File: src/rtl/lcv_div_iter.sv
// Iterative radix-2 restoring divider (signed/unsigned), one division in flight.
// Optional macro LCV_DIV_EARLY_OUT_EN: skip iteration when |a| < |b|.
module lcv_div_iter #(
  parameter int WIDTH = 32
) (
  input  logic             clk,
  input  logic             rst,
  input  logic             inp_valid,
  output logic             inp_ready,
  input  logic [WIDTH-1:0] inp_a,
  input  logic [WIDTH-1:0] inp_b,
  input  logic             inp_signed,
  output logic             outp_valid,
  input  logic             outp_ready,
  output logic [WIDTH-1:0] outp_quot,
  output logic [WIDTH-1:0] outp_rem,
  output logic             outp_div_by_zero
);

  localparam int CW = $clog2(WIDTH);
  localparam logic [CW-1:0] LAST_STEP = CW'(WIDTH - 1);

  typedef enum logic [1:0] {S_IDLE, S_RUN, S_FIX, S_DONE} state_t;

  state_t           state_q;
  logic [WIDTH-1:0] a_q;
  logic [WIDTH-1:0] bmag_q;
  logic [WIDTH-1:0] rem_q;
  logic [WIDTH-1:0] quot_q;
  logic             neg_quot_q;
  logic             neg_rem_q;
  logic             dz_q;
  logic [CW-1:0]    cnt_q;

  logic [WIDTH-1:0] a_mag;
  logic [WIDTH-1:0] b_mag;
  logic             early;
  logic [WIDTH:0]   shifted;
  logic [WIDTH:0]   diff;
  logic [WIDTH-1:0] rem_d;
  logic [WIDTH-1:0] quot_d;
  logic [WIDTH-1:0] fix_quot;
  logic [WIDTH-1:0] fix_rem;

  assign inp_ready = (state_q == S_IDLE);

  always_comb begin
    a_mag = (inp_signed && inp_a[WIDTH-1]) ? (~inp_a + 1'b1) : inp_a;
    b_mag = (inp_signed && inp_b[WIDTH-1]) ? (~inp_b + 1'b1) : inp_b;
  end

`ifdef LCV_DIV_EARLY_OUT_EN
  assign early = (a_mag < b_mag);
`else
  assign early = 1'b0;
`endif

  // Restoring step: the WIDTH+1-bit difference goes negative (MSB set) exactly
  // when the shifted partial remainder is smaller than |b|.
  always_comb begin
    shifted = {rem_q, quot_q[WIDTH-1]};
    diff    = shifted - {1'b0, bmag_q};
    rem_d   = diff[WIDTH] ? shifted[WIDTH-1:0] : diff[WIDTH-1:0];
    quot_d  = {quot_q[WIDTH-2:0], ~diff[WIDTH]};
  end

  always_comb begin
    fix_quot = '1;
    fix_rem  = a_q;
    if (!dz_q) begin
      fix_quot = neg_quot_q ? (~quot_q + 1'b1) : quot_q;
      fix_rem  = neg_rem_q  ? (~rem_q + 1'b1)  : rem_q;
    end
  end

  always_ff @(posedge clk) begin
    if (rst) begin
      state_q          <= S_IDLE;
      a_q              <= '0;
      bmag_q           <= '0;
      rem_q            <= '0;
      quot_q           <= '0;
      neg_quot_q       <= 1'b0;
      neg_rem_q        <= 1'b0;
      dz_q             <= 1'b0;
      cnt_q            <= '0;
      outp_valid       <= 1'b0;
      outp_quot        <= '0;
      outp_rem         <= '0;
      outp_div_by_zero <= 1'b0;
    end else begin
      case (state_q)
        S_IDLE: begin
          if (inp_valid) begin
            a_q        <= inp_a;
            bmag_q     <= b_mag;
            neg_quot_q <= inp_signed & (inp_a[WIDTH-1] ^ inp_b[WIDTH-1]);
            neg_rem_q  <= inp_signed & inp_a[WIDTH-1];
            dz_q       <= (inp_b == '0);
            cnt_q      <= '0;
            if (inp_b == '0) begin
              state_q <= S_FIX;
            end else if (early) begin
              // Quotient 0; remainder regains the dividend's sign in FIX.
              rem_q   <= a_mag;
              quot_q  <= '0;
              state_q <= S_FIX;
            end else begin
              rem_q   <= '0;
              quot_q  <= a_mag;
              state_q <= S_RUN;
            end
          end
        end
        S_RUN: begin
          rem_q  <= rem_d;
          quot_q <= quot_d;
          cnt_q  <= cnt_q + 1'b1;
          if (cnt_q == LAST_STEP) state_q <= S_FIX;
        end
        S_FIX: begin
          outp_quot        <= fix_quot;
          outp_rem         <= fix_rem;
          outp_div_by_zero <= dz_q;
          outp_valid       <= 1'b1;
          state_q          <= S_DONE;
        end
        S_DONE: begin
          if (outp_ready) begin
            outp_valid <= 1'b0;
            state_q    <= S_IDLE;
          end
        end
        default: state_q <= S_IDLE;
      endcase
    end
  end

endmodule

File: config.mk
export PLATFORM = sky130hd
export DESIGN_NAME = lcv_div_iter
export DESIGN_NICKNAME = d
export VERILOG_FILES = /design/src/rtl/lcv_div_iter.sv
export SDC_FILE = /design/constraint.sdc
export NUM_CORES = 1
export LEC_CHECK = 0
export CORE_MARGIN = 10
export CORE_UTILIZATION = 30
export DETAILED_ROUTE_END_ITERATION = 7
export GPL_TIMING_DRIVEN = 0
export SKIP_CTS_REPAIR_TIMING = 1
export SLEW_MARGIN = 10
export SYNTH_ARGS = -nofsm -noshare
export SYNTH_HDL_FRONTEND = slang
export SYNTH_SLANG_ARGS = --single-unit
File: constraint.sdc
create_clock -name clk -period 4.31 [get_ports clk]
set_input_delay 1.0775 -clock clk [delete_from_list [all_inputs] [get_ports clk]]
set_output_delay 1.0775 -clock clk [all_outputs]
set_load 0.01 [all_outputs]
==> summary.md <==
| Metric | Value |
|---|---|
| Status | `complete, no violations` |
| Yosys warns | `0` |
| Met3 Use GR | `2.76%` |
| Drt first pass iters | `7` |
| Die outline width | `around 220 um` |
| Clk_skew | `0.0276 ns` |
| Worst slew pin tran | `roughly 1.0 ns` |
| Synth Instances | `approximately 1600` |
| R2r worst-path depth | `12` |
| CP Capture Type | `register` |
| Final setup violation count | `0` |
| HP Class | `register to register` |
| CTS tree | `done` |
| Number of global-route vias before repair | `12000` |
| Yosys cell types | `69` |
| Final critical-path required period | `around 4.0 ns` |
| Crit Reg-Reg Startpoint | `quot_q[31]$_SDFFE_PP0P_` |
| Main synth FF type | `dfxtp_1` |
| Residual DRC | `0` |
| Synth area leader | `dfxtp_1` |
| Finished Layout Cells | `2356` |
| Placed wire-length estimate | `between 30 and 40 mm` |
| Final WL | `44.1 mm` |
| Crit path DAT | `approximately 4.5 ns` |
| Total number of vias | `12600` |
| Routed WL per cell | `18.7 um` |
| Share of post-route cells with drive strength above 1 | `about 4%` |
| Setup WS pre-CTS | `-0.494 ns` |
| # rows | `74` |
| GRT Total Usage | `between 10% and 20%` |
| Antenna violations before repair | `2` |
| Fin util | `37.4%` |
| Synthesis-to-layout area growth | `22.9%` |
| Worst Hold Depth | `2` |
| Top-area cell type share of the netlist area | `between 30 and 40%` |
| Critical-path maximum fanout | `10` |
| Total power | `just under 0.008 W` |
| Clk buf depth | `3` |
| Overflow after GRT | `0` |
| Die area | `about 50000 um^2` |
| Placed insts | `2308` |
| RSZ-0062 raised after global routing | `false` |
| Root Driver | `clkbuf_16` |
| Initial DRC count | `971` |
| Synthesized area per cell | `~7.6 um^2` |
| Remaining antenna violation count | `0` |
| #FFs+latches synth | `204` |
| Placer Congestion | `0.925` |
| Max Cap Viol | `0` |
| Worst Slack Setup Final | `0.280 ns` |
| Power Dens Cells | `517 nW/um^2` |
| Fin Hold WS | `around 0.46 ns` |
| Hold path startpoint | `a_q[21]$_SDFFE_PP0P_` |
| Global-route wire length before repair | `~70 mm` |
| Grt peak-use layer | `met2` |
| Static Leak | `5.62 nW` |
| R2R Setup Slk | `approximately 0.62 ns` |
| Post-Syn Area | `12500 um^2` |
| Final Cycle Share | `93.5%` |
| F_max | `248 MHz` |
| Core ar. | `41000 um^2` |
| WHS Endpoint | `a_q[21]$_SDFFE_PP0P_` |
| Max Slew Vio Count | `0` |
| Startpoint Class | `primary input` |
| H-tree depth | `1` |
| Register area share after synthesis | `32.7%` |
| Ports | `136` |
| Mapped Nets | `1753` |
| Synth top area cells | `dfxtp_1 33%, nand2_1 7.1%, a21oi_1 5.6%` |
| Max-slew headroom at the worst pin | `30.4%` |
| Final Hold Vio Count | `0` |
| Port Buf Inserts | `135` |
| CTS Sinks | `204` |
| Grt met1 use | `22.7%` |
| Initial core utilization | `30.5%` |
| EDFF count, synth | `0` |
| Critical Path RT | `roughly 4.8 ns` |
| Vias per cell | `5.33` |
| Post-synth ARST share | `0%` |
| Reg2reg end | `rem_q[22]$_SDFFE_PP0P_` |
| Peak supply drop | `249 uV` |
| Clk_lat worst skew | `between 0.5 and 0.6 ns` |
| Nets | `between 1500 and 2000` |
| Clock slew seen by the registers of the worst setup and hold paths | `roughly 0.06 ns` |
| Kind of critical path | `primary input to register` |
| CTS buffer count | `26` |
| Pin count of the biggest net entering global routing | `13` |
| Die height | `224 um` |
| Met2 Use GR | `a little over a quarter` |
-- metal layers --
layer	wire length, um	part of all wire (%)
met5	0	0
met4	1160	2.6
met3	3100	7.0
met2	19800	45
met1	20100	46
-- through the flow --
| stage | area [um^2] | TNS [ns] |
|---|---|---|
| global placement | 14500 | -20.64 |
| detailed placement | 14500 | -27.66 |
| CTS | 15300 | 0 |
| floorplan | 12500 | 0 |
| finish | 15400 | 0 |
| global route | 15400 | 0 |
-- how the worst max path moves through the flow --
stage                   from                      end  slack, ns  cells after the start
floorplan           inp_b[0]  quot_q[10]$_SDFFE_PP0P_       1.21                     10
global placement    inp_b[0]  quot_q[28]$_SDFFE_PP0P_      -0.40                     11
detailed placement  inp_b[0]   rem_q[30]$_SDFFE_PP0P_      -0.49                     11
CTS                 inp_b[0]  quot_q[27]$_SDFFE_PP0P_       0.04                     11
global route        inp_b[0]  quot_q[17]$_SDFFE_PP0P_       0.14                     11
finish              inp_b[0]  quot_q[27]$_SDFFE_PP0P_       0.28                     11
-- sequential cells by signal (all words and copies together) (netlist names) --
| name | flops |
|---|---|
| outp_valid | 1 |
| cnt_q | 5 |
| bmag_q | 32 |
| outp_rem | 32 |
| a_q | 32 |
| outp_quot | 32 |
| neg_quot_q | 1 |
| outp_div_by_zero | 1 |
| dz_q | 1 |
| state_q | 2 |
| rem_q | 32 |
| neg_rem_q | 1 |
| quot_q | 32 |
-- worst max-delay path, cell delays in order --
cell,delay [ns]
clkdlybuf4s50_1,0.55
inv_1,0.11
ha_1,0.17
nor3b_2,0.33
nand4_1,0.36
nor2_1,0.37
nand3b_1,0.40
a21oi_2,0.44
clkbuf_1,0.41
nand2_1,0.11
a21oi_1,0.14
-- where the power goes --
| part | internal, W | switching, W |
|---|---|---|
| Clock | 0.00123 | 0.000848 |
| Combinational | 0.00128 | 0.00206 |
| Sequential | 0.00224 | 0.000284 |
-- layout make-up --
type | count | area, um^2
fill | 4325 | 25700
tap | 532 | 666
antenna | 2 | 5.00
inverter | 65 | 244
sequential | 204 | 4080
multi-input combinational | 1269 | 7750
clock inverter | 6 | 42.5
buffer | 103 | 433
timing repair buffer | 135 | 1350
clock buffer | 40 | 774
-- cell usage in the layout, fill, tap and decap left out, types with 39 or more instances in the layout --
master and n:
o21ai_0 112, inv_1 65, mux2i_1 43, o22ai_1 39
xnor2_1 77, a21oi_1 138, dfxtp_1 204, clkdlybuf4s50_1 135
clkbuf_1 85, nor2_1 164, nand2_1 238, ha_1 42
xor2_1 56
-- cell usage after synthesis (14+ instances only) --
cell type / n
clkbuf_1: 77
nand2_1: 238
mux2i_1: 43
inv_1: 65
nand3_1: 19
nor3_1: 24
xnor2_1: 77
o31ai_1: 28
or3_1: 17
o211ai_1: 24
a21oi_1: 139
nor2_1: 164
dfxtp_1: 204
a21o_1: 16
o21ai_1: 14
o21ai_0: 112
o22ai_1: 39
or4_1: 14
nor4_1: 15
ha_1: 42
nand2b_1: 16
a211oi_1: 30
xor2_1: 56
-- kinds of logic after synthesis --
group | share of synthesized area [%]
AO/OA/AOI/OAI | 24.4
XOR/XNOR | 9.32
adder cells (fa/ha/maj) | 4.37
buffers and inverters | 5.42
flip-flops | 32.7
multiplexers | 3.44
AND/OR/NAND/NOR | 20.4
(Power assumes the default switching activity.)
